`src/rtl/uart_prg_loader.sv`:
```
// Assembles little-endian UART bytes into 32-bit words and writes them to program ROM one cycle after the 4th byte.
// No backpressure: every rx_valid in LOAD is taken; a load ends on idle timeout or on a byte arriving after memory is full.
module uart_prg_loader #(
  parameter int ADDR_W      = 14,
  parameter int TIMEOUT_CYC = 1_000_000
) (
  input  logic              clock,
  input  logic              reset,
  input  logic              start,
  input  logic [7:0]        rx_data,
  input  logic              rx_valid,
  output logic              prg_wea,
  output logic [ADDR_W-1:0] prg_addra,
  output logic [31:0]       prg_dina,
  output logic              busy,
  output logic              done,
  output logic [ADDR_W:0]   word_count,
  output logic              err_partial,
  output logic              err_overflow
);

  localparam int              TW       = $clog2(TIMEOUT_CYC + 1);
  localparam logic [ADDR_W:0] FULL_CNT = {1'b1, {ADDR_W{1'b0}}};
  localparam logic [TW-1:0]   TMO      = TW'(TIMEOUT_CYC);

  typedef enum logic [1:0] {IDLE, LOAD, DONE} state_t;

  state_t            state, state_d;
  logic [1:0]        byte_idx, byte_idx_d;
  logic [23:0]       wbuf, wbuf_d;
  logic [TW-1:0]     tmo_cnt, tmo_cnt_d;
  logic              got_byte, got_byte_d;
  logic              wea_q, wea_d;
  logic [ADDR_W-1:0] addr_d;
  logic [31:0]       dina_d;
  logic [ADDR_W:0]   wc_d;
  logic              errp_d, erro_d;

  always_comb begin
    state_d    = state;
    byte_idx_d = byte_idx;
    wbuf_d     = wbuf;
    tmo_cnt_d  = tmo_cnt;
    got_byte_d = got_byte;
    wea_d      = 1'b0;
    addr_d     = prg_addra;
    dina_d     = prg_dina;
    wc_d       = word_count;
    errp_d     = err_partial;
    erro_d     = err_overflow;
    case (state)
      IDLE, DONE: begin
        if (start) begin
          state_d    = LOAD;
          byte_idx_d = 2'd0;
          tmo_cnt_d  = '0;
          got_byte_d = 1'b0;
          wc_d       = '0;
          errp_d     = 1'b0;
          erro_d     = 1'b0;
        end
      end
      LOAD: begin
        if (rx_valid) begin
          got_byte_d = 1'b1;
          tmo_cnt_d  = '0;
          if (word_count == FULL_CNT) begin
            erro_d  = 1'b1;
            state_d = DONE;
          end else if (byte_idx == 2'd3) begin
            wea_d      = 1'b1;
            addr_d     = word_count[ADDR_W-1:0];
            dina_d     = {rx_data, wbuf};
            wc_d       = word_count + 1'b1;
            byte_idx_d = 2'd0;
          end else begin
            case (byte_idx)
              2'd0:    wbuf_d[7:0]   = rx_data;
              2'd1:    wbuf_d[15:8]  = rx_data;
              default: wbuf_d[23:16] = rx_data;
            endcase
            byte_idx_d = byte_idx + 2'd1;
          end
        end else if (got_byte) begin
          // Timeout only arms once the first byte has arrived.
          tmo_cnt_d = tmo_cnt + 1'b1;
          if (tmo_cnt_d == TMO) begin
            state_d = DONE;
            errp_d  = (byte_idx != 2'd0);
          end
        end
      end
      default: state_d = IDLE;
    endcase
  end

  always_ff @(posedge clock) begin
    if (reset) begin
      state        <= IDLE;
      byte_idx     <= 2'd0;
      wbuf         <= '0;
      tmo_cnt      <= '0;
      got_byte     <= 1'b0;
      wea_q        <= 1'b0;
      prg_addra    <= '0;
      prg_dina     <= '0;
      word_count   <= '0;
      err_partial  <= 1'b0;
      err_overflow <= 1'b0;
      busy         <= 1'b0;
      done         <= 1'b0;
    end else begin
      state        <= state_d;
      byte_idx     <= byte_idx_d;
      wbuf         <= wbuf_d;
      tmo_cnt      <= tmo_cnt_d;
      got_byte     <= got_byte_d;
      wea_q        <= wea_d;
      prg_addra    <= addr_d;
      prg_dina     <= dina_d;
      word_count   <= wc_d;
      err_partial  <= errp_d;
      err_overflow <= erro_d;
      busy         <= (state_d == LOAD);
      done         <= (state_d == DONE);
    end
  end

  // Reset kills a pending write in the very cycle it is raised.
  assign prg_wea = wea_q & ~reset;

endmodule

```
`config.mk`:
```
export PLATFORM = sky130hd
export DESIGN_NAME = uart_prg_loader
export DESIGN_NICKNAME = d
export VERILOG_FILES = /design/src/rtl/uart_prg_loader.sv
export SDC_FILE = /design/constraint.sdc
export NUM_CORES = 1
export LEC_CHECK = 0
export CORE_MARGIN = 2
export CORE_UTILIZATION = 48
export DETAILED_ROUTE_END_ITERATION = 8
export PLACE_DENSITY = 0.79
export SYNTH_ARGS = -nofsm -noshare
export SYNTH_HDL_FRONTEND = slang
export SYNTH_SLANG_ARGS = --single-unit
```
`constraint.sdc`:
```
create_clock -name clock -period 2.3 [get_ports clock]
set_input_delay 0.345 -clock clock [delete_from_list [all_inputs] [get_ports clock]]
set_output_delay 0.345 -clock clock [all_outputs]
set_load 0.005 [all_outputs]
```
# --- Yosys cells after proc, flatten, opt, wreduce, memory -nomap -nowiden ---
# Cells that the tools add are included.
totals:
  wordCells: 90
  inputBits: 12
  regBits: 115
  out_inout_bits: 66
  ramBits: 0
  romBits: 0
  memories: 0
  latch_bits: 0
classes:
  n_lt_le_gt_ge: 0
  mux: 31
  n_div: 0
  mul: 0
  n_reduce_logical: 17
  addsub: 3
  eq_ne: 17
  shifts: 0
  n_bitwise: 7
ops:
  columns: ["op", "count"]
  rows:
  - ["15-bit two-way mux", 4]
  - ["20-bit two-way mux", 3]
  - ["20-bit one-hot mux with 2 select lines", 1]
  - ["15-bit one-hot mux with 2 select lines", 1]
  - ["5-bit AND reduction", 5]
  - ["20-bit by 1-bit adder with 20-bit output, second input constant", 1]
  - ["20-bit equality test, second input constant", 1]
  - ["2-bit two-way mux", 9]
  - ["2-bit inequality test, second input constant", 8]
  - ["15-bit by 1-bit adder with 15-bit output, second input constant", 1]
  - ["15-bit equality test, second input constant", 1]
  - ["4-bit AND reduction", 3]
  - ["1-bit two-way mux", 8]
  - ["2-bit one-hot mux with 2 select lines", 2]
  - ["2-bit by 1-bit equality test with 1-bit output, second input constant", 3]
  - ["2-bit equality test, second input constant", 3]
  - ["1-bit NOT", 6]
  - ["1-bit one-hot mux with 2 select lines", 3]
  - ["3-bit AND reduction", 2]
  - ["2-bit logical NOT", 2]
  - ["2-bit nonzero test", 2]
  - ["2-bit OR reduction", 2]
  - ["4-bit OR reduction", 1]
  - ["3-bit inequality test, second input constant", 1]
  - ["other kinds (2)", 2]

# --- Longest topological paths before layout ---
logic_depth:
  depth_word: 7
  depth_mapped: 11
  ltp_nobuf: 8

# --- Worst setup path after synthesis ---
# No wires, ideal clock.
synth_timing:
  path_kind: "flip-flop to flip-flop"
  startpoint: "register word_count[0]"
  endpoint: "register word_count[11]"
  stages_incl_launch_ff: 10
  setup_slack_ns: 0.121
  t_required_ns: 2.172
  path_buffers: 1
  setup_time_ns: 0.128
  arrival_ns: 2.051
  cell_sequence: "dfxtp_1 > inv_1 > ha_1 > nor4b_1 > and4_1 > buf_2 > a2111oi_4 > and4_1 > xnor2_1 > nor2_1"
synth_via:
  elab_chain_len: 5
  word_cells_on_any_way: 8
  cone_classes: "add/sub (1); eq/ne (2); mux (4); reduce/logical (1)"
synth_lines:
  columns: ["element", "line_no", "text"]
  rows:
  - ["start: declaration", "17", "output logic [ADDR_W:0] word_count,"]
  - ["start signal: assignment", "121", "word_count <= wc_d;"]
  - ["15-bit by 1-bit adder with 15-bit output", "74", "wc_d = word_count + 1'b1;"]
  - ["15-bit two-way mux", "70", "end else if (byte_idx == 2'd3) begin"]
  - ["15-bit two-way mux", "67", "if (word_count == FULL_CNT) begin"]
  - ["15-bit two-way mux", "64", "if (rx_valid) begin"]
  - ["15-bit one-hot mux with 2 select lines", "51", "case (state)"]
# Parallel ways exist; a longest one is shown, timed or not. The select of a mux whose other input is x is not followed.
# A chain may end at the register's enable or synchronous reset.

# --- Worst setup path after layout ---
layout_timing:
  startpoint: "register tmo_cnt[9]"
  endpoint: "register err_partial"
layout_via:
  elab_chain_len: 4
layout_lines:
  columns: ["element", "line_no", "text"]
  rows:
  - ["start: declaration", "31", "logic [TW-1:0] tmo_cnt, tmo_cnt_d;"]
  - ["start signal: assignment", "116", "tmo_cnt <= tmo_cnt_d;"]
  - ["20-bit by 1-bit adder with 20-bit output", "86", "tmo_cnt_d = tmo_cnt + 1'b1;"]
  - ["20-bit equality test", "87", "if (tmo_cnt_d == TMO) begin"]
  - ["2-bit inequality test (no source line)", null, null]
  - ["5-bit AND reduction (no source line)", null, null]
  - ["end signal: assignment", "122", "err_partial <= errp_d;"]
  - ["end: declaration", "18", "output logic err_partial,"]
# No other way between the ends.

==> flow_summary.yaml <==
floorplan:
  rows: 37
  die-area_um2: 11300
  core_um2: 10200
  die_w_um: 106
  io_pins: 78
  die_y_um: 106
  initial_core_util_pct: 49.1
grt:
  grt_max_degree: 104
  grt_pass1_wl_um: 21800
  met2_usage_pct: 39.8
  grtUsageTotal_pct: 24.1
  globalRoute.busiestLayer: "met2"
  grt_pass1_vias: 4505
  gr-total-overflow: 0
  antenna_found_initial: 0
  grtUsageMet1_pct: 30.9
  grtUsageMet3_pct: 5.15
sta:
  tightest_slew_ps: 476
  slew-limit-headroom_pct: 68.1
  fin_setup_tns_ps: 0
  setup_viol: 0
  hold_viol_final: 0
  finalCriticalPeriod_ps: 2180
  min_period_over_period_pct: 94.6
  drv_slew: 0
  clock.fmax_ghz: 0.460
  fin_worst_skew_ps: 7.29
clock_tree:
  path_clk_slew_ps: 60
  clk_latency_ps: 510
  cts_tree: "done"
  root_buffer: "clkbuf_8"
  cts.htree.levels: 4
  cts_num_sinks: 115
  numCtsBuffers: 17
  postCtsSetupRepairBufs: 0
  postCtsHoldBufs: 0
  ctsLongestPathBuffers: 2
power:
  power_leakage_uw: 0.00244
  p_per_area_nw_per_um2: 751
  intPower_uw: 3890
  swShare_pct: 23.4
  switching_power_uw: 1190
  pwr-share-seq_pct: 39.9
  p_clk_share_pct: 55.5
  combPwrFrac_pct: 4.6
  peakVddDrop_mv: 0.447
  power.total_uw: 5080
critical_path:
  ff2ff_setup_slack_ps: 120
  critical-path-max-stage-delay_ps: 430
  cpMaxStageDelayCell: "or3_1"
  setup.worst_path.end_class: "flip-flop"
  r2r_end: "err_partial"
  cp_num_buf_inv: 0
  rr_startpoint: "tmo_cnt[9]"
  critical_path_class: "flip-flop to flip-flop"
  worstPathArrival_ps: 2570
  crit_top_cell: "or3_1"
  worstPathRequired_ps: 2700
  path_cells: "nand4_4, or3_1, nor4_1, or3_1, nor4b_4, mux2_1"
  critPathTopFamily: "simple AND/OR/NAND/NOR gates"
  crit_fanout: 5
  rr_worst_depth: 6
  worstSetupStartpointType: "flip-flop"
placement:
  io_buffers: 77
  gp_congestion: 0.911
  dp_hpwl_um: 8650
min_path:
  whs_path_depth: 3
  min_to: "tmo_cnt[13]"
  hp-start: "reset"
  worstHoldPathType: "input port to flip-flop"
yosys:
  synth_compound_area_share_pct: 15.4
  ys_types: 50
  yosys-top-cells-area: "dfxtp_1 (46%), nand2_1 (10%), a21oi_1 (8.2%), nor2_1 (5.2%), nand3_1 (3.3%)"
  synthAdderAreaFrac_pct: 1.74
  syn-num-nets: 645
  yosys-top-cells-count: "nand2_1 (134), dfxtp_1 (115), a21oi_1 (82)"
  synth_edf_count: 0
  synth_top_area_cell: "dfxtp_1"
  ys.flop_type: "dfxtp_1"
  synth_top_family_by_area: "simple AND/OR/NAND/NOR gates"
  synth_top_area_share_pct: 45.8
  avgSynthCellArea_um2: 8.02
  synth_area_um2: 5020
  syn_inst: 626
  seq_area_frac_synth_pct: 45.8
  ys_ff_latch: 115
  synthSimpleGateAreaFrac_pct: 27.9
  synthArstFlopShare_pct: 0
  muxShareOfSynthArea_pct: 2.22
  yosysMostFrequentCell: "nand2_1"
  yosys.area_share.xor_xnor_pct: 2.96
  synth_warnings: 0
drt:
  routedWlPerCell_um: 15.4
  viasPerCell: 5.57
  drc: 0
  vias: 4814
  ant_nets: 0
  finalWirelength_um: 13300
  drt_iter0_drc: 326
  first_pass_iters: 5
run_status:
  outcome: "finished, final reports clean"
final_layout:
  syn2layout_area_growth_pct: 34.7
  num-nets-final: 735
  fillers: 814
  drive_gt1_share_pct: 13.3
  antennaDiodeCount: 0
job:
  max_cap_viol_count: 0
==> how the worst max path moves through the flow <==
stage                     cells past startpoint  slack (ps)           from        endpoint
after floorplan                               9         120  word_count[0]  word_count[11]
after global placement                        8          70          start  word_count[11]
after detailed placement                      7         -30     tmo_cnt[0]     err_partial
after CTS                                     7         0.6     tmo_cnt[0]     err_partial
after global routing                          9         -80  word_count[0]    prg_dina[15]
final                                         6         120     tmo_cnt[9]     err_partial
==> power by group through the flow <==
stage,sequential (uW),combinational (uW),clock (uW)
floorplan,2070,122,0
global route,2030,254,2950
global placement,2070,220,0
CTS,2030,229,2840
finish,2030,232,2820
detailed placement,2070,225,0
==> placed cells by master, fill, tap and decap left out, types with 3 or more instances in the layout <==
cell | synthesis | routed
inv_1 | 7 | 7
o21ai_0 | 13 | 13
buf_4 | 0 | 32
and4_1 | 4 | 3
inv_6 | 0 | 3
nand4b_1 | 3 | 3
xnor2_1 | 3 | 3
nand2b_1 | 5 | 5
xor2_1 | 14 | 14
mux2i_1 | 10 | 10
nand4_1 | 6 | 6
a31oi_1 | 6 | 6
nand3_1 | 33 | 33
nor2b_1 | 3 | 3
clkdlybuf4s50_1 | 0 | 76
clkinv_4 | 0 | 6
nor3_1 | 8 | 7
bufinv_16 | 0 | 4
nor3_2 | 2 | 3
nor3b_1 | 3 | 3
dfxtp_2 | 0 | 11
or3_1 | 4 | 4
a311oi_1 | 8 | 8
a21oi_1 | 82 | 82
a211oi_1 | 4 | 3
nand2_1 | 134 | 132
ha_1 | 7 | 6
nor2_1 | 69 | 68
clkbuf_16 | 0 | 16
o211ai_1 | 3 | 3
dfxtp_1 | 115 | 104
a22oi_1 | 3 | 3
and3_1 | 6 | 6
nor4_1 | 6 | 5
==> sequential cells by signal (all words and copies together), names as in the netlist, 2 cells and up <==
signal,count
tmo_cnt,20
word_count,15
wbuf,24
state,2
prg_addra,14
prg_dina,32
byte_idx,2
==> worst min-delay path, cell delays in order <==
cell and delay [ps]:
buf_2 130, buf_12 220, nor2_1 130
==> stage by stage <==
stage	instances	area (um^2)	utilization, %	setup WS, ps	hold slack [ps]
global route	865	6770	66.1	-78.6	397
finish	865	6770	66.1	124	354
floorplan	626	5020	-	121	432
CTS	865	6720	65.7	0.554	375
global placement	833	6080	59.4	67.3	437
detailed placement	833	6080	59.4	-29.5	444
==> per-layer routing <==
layer	vias to the layer above	wire length, um	share of wire (%)
met2	196	6510	49
met1	2247	5730	43
met5	-	0	0
li1	2342	-	-
met3	29	823	6.2
met4	0	245	1.8
==> logic make-up (layout without fill, tap and decap cells) <==
logic type	count (synthesis)	count (layout)
AOI/OAI and AO/OA	130	130
DFF	115	115
adders and majority gates	7	7
xor gates and xnor gates	17	17
and+or+nand+nor	298	298
muxes	11	11
buffers and inverters	48	151
==> final cells by class <==
type	count	area, um^2	area share (%)
Multi-Input combinational cell	463	2560	37.9
Sequential cell	115	2320	34.2
Timing Repair Buffer	112	1060	15.6
Clock buffer	17	414	6.12
Clock inverter	15	221	3.27
Tap cell	136	170	2.51
Inverter	7	26.3	0.388
==> repair_timing <==
item                                    4_1_cts  5_1_grt
endpoints found under the setup margin        1       19
gates resized for setup                       1       19
pin swaps                                     0        1
Note: power is estimated with default switching activity, not from simulation.
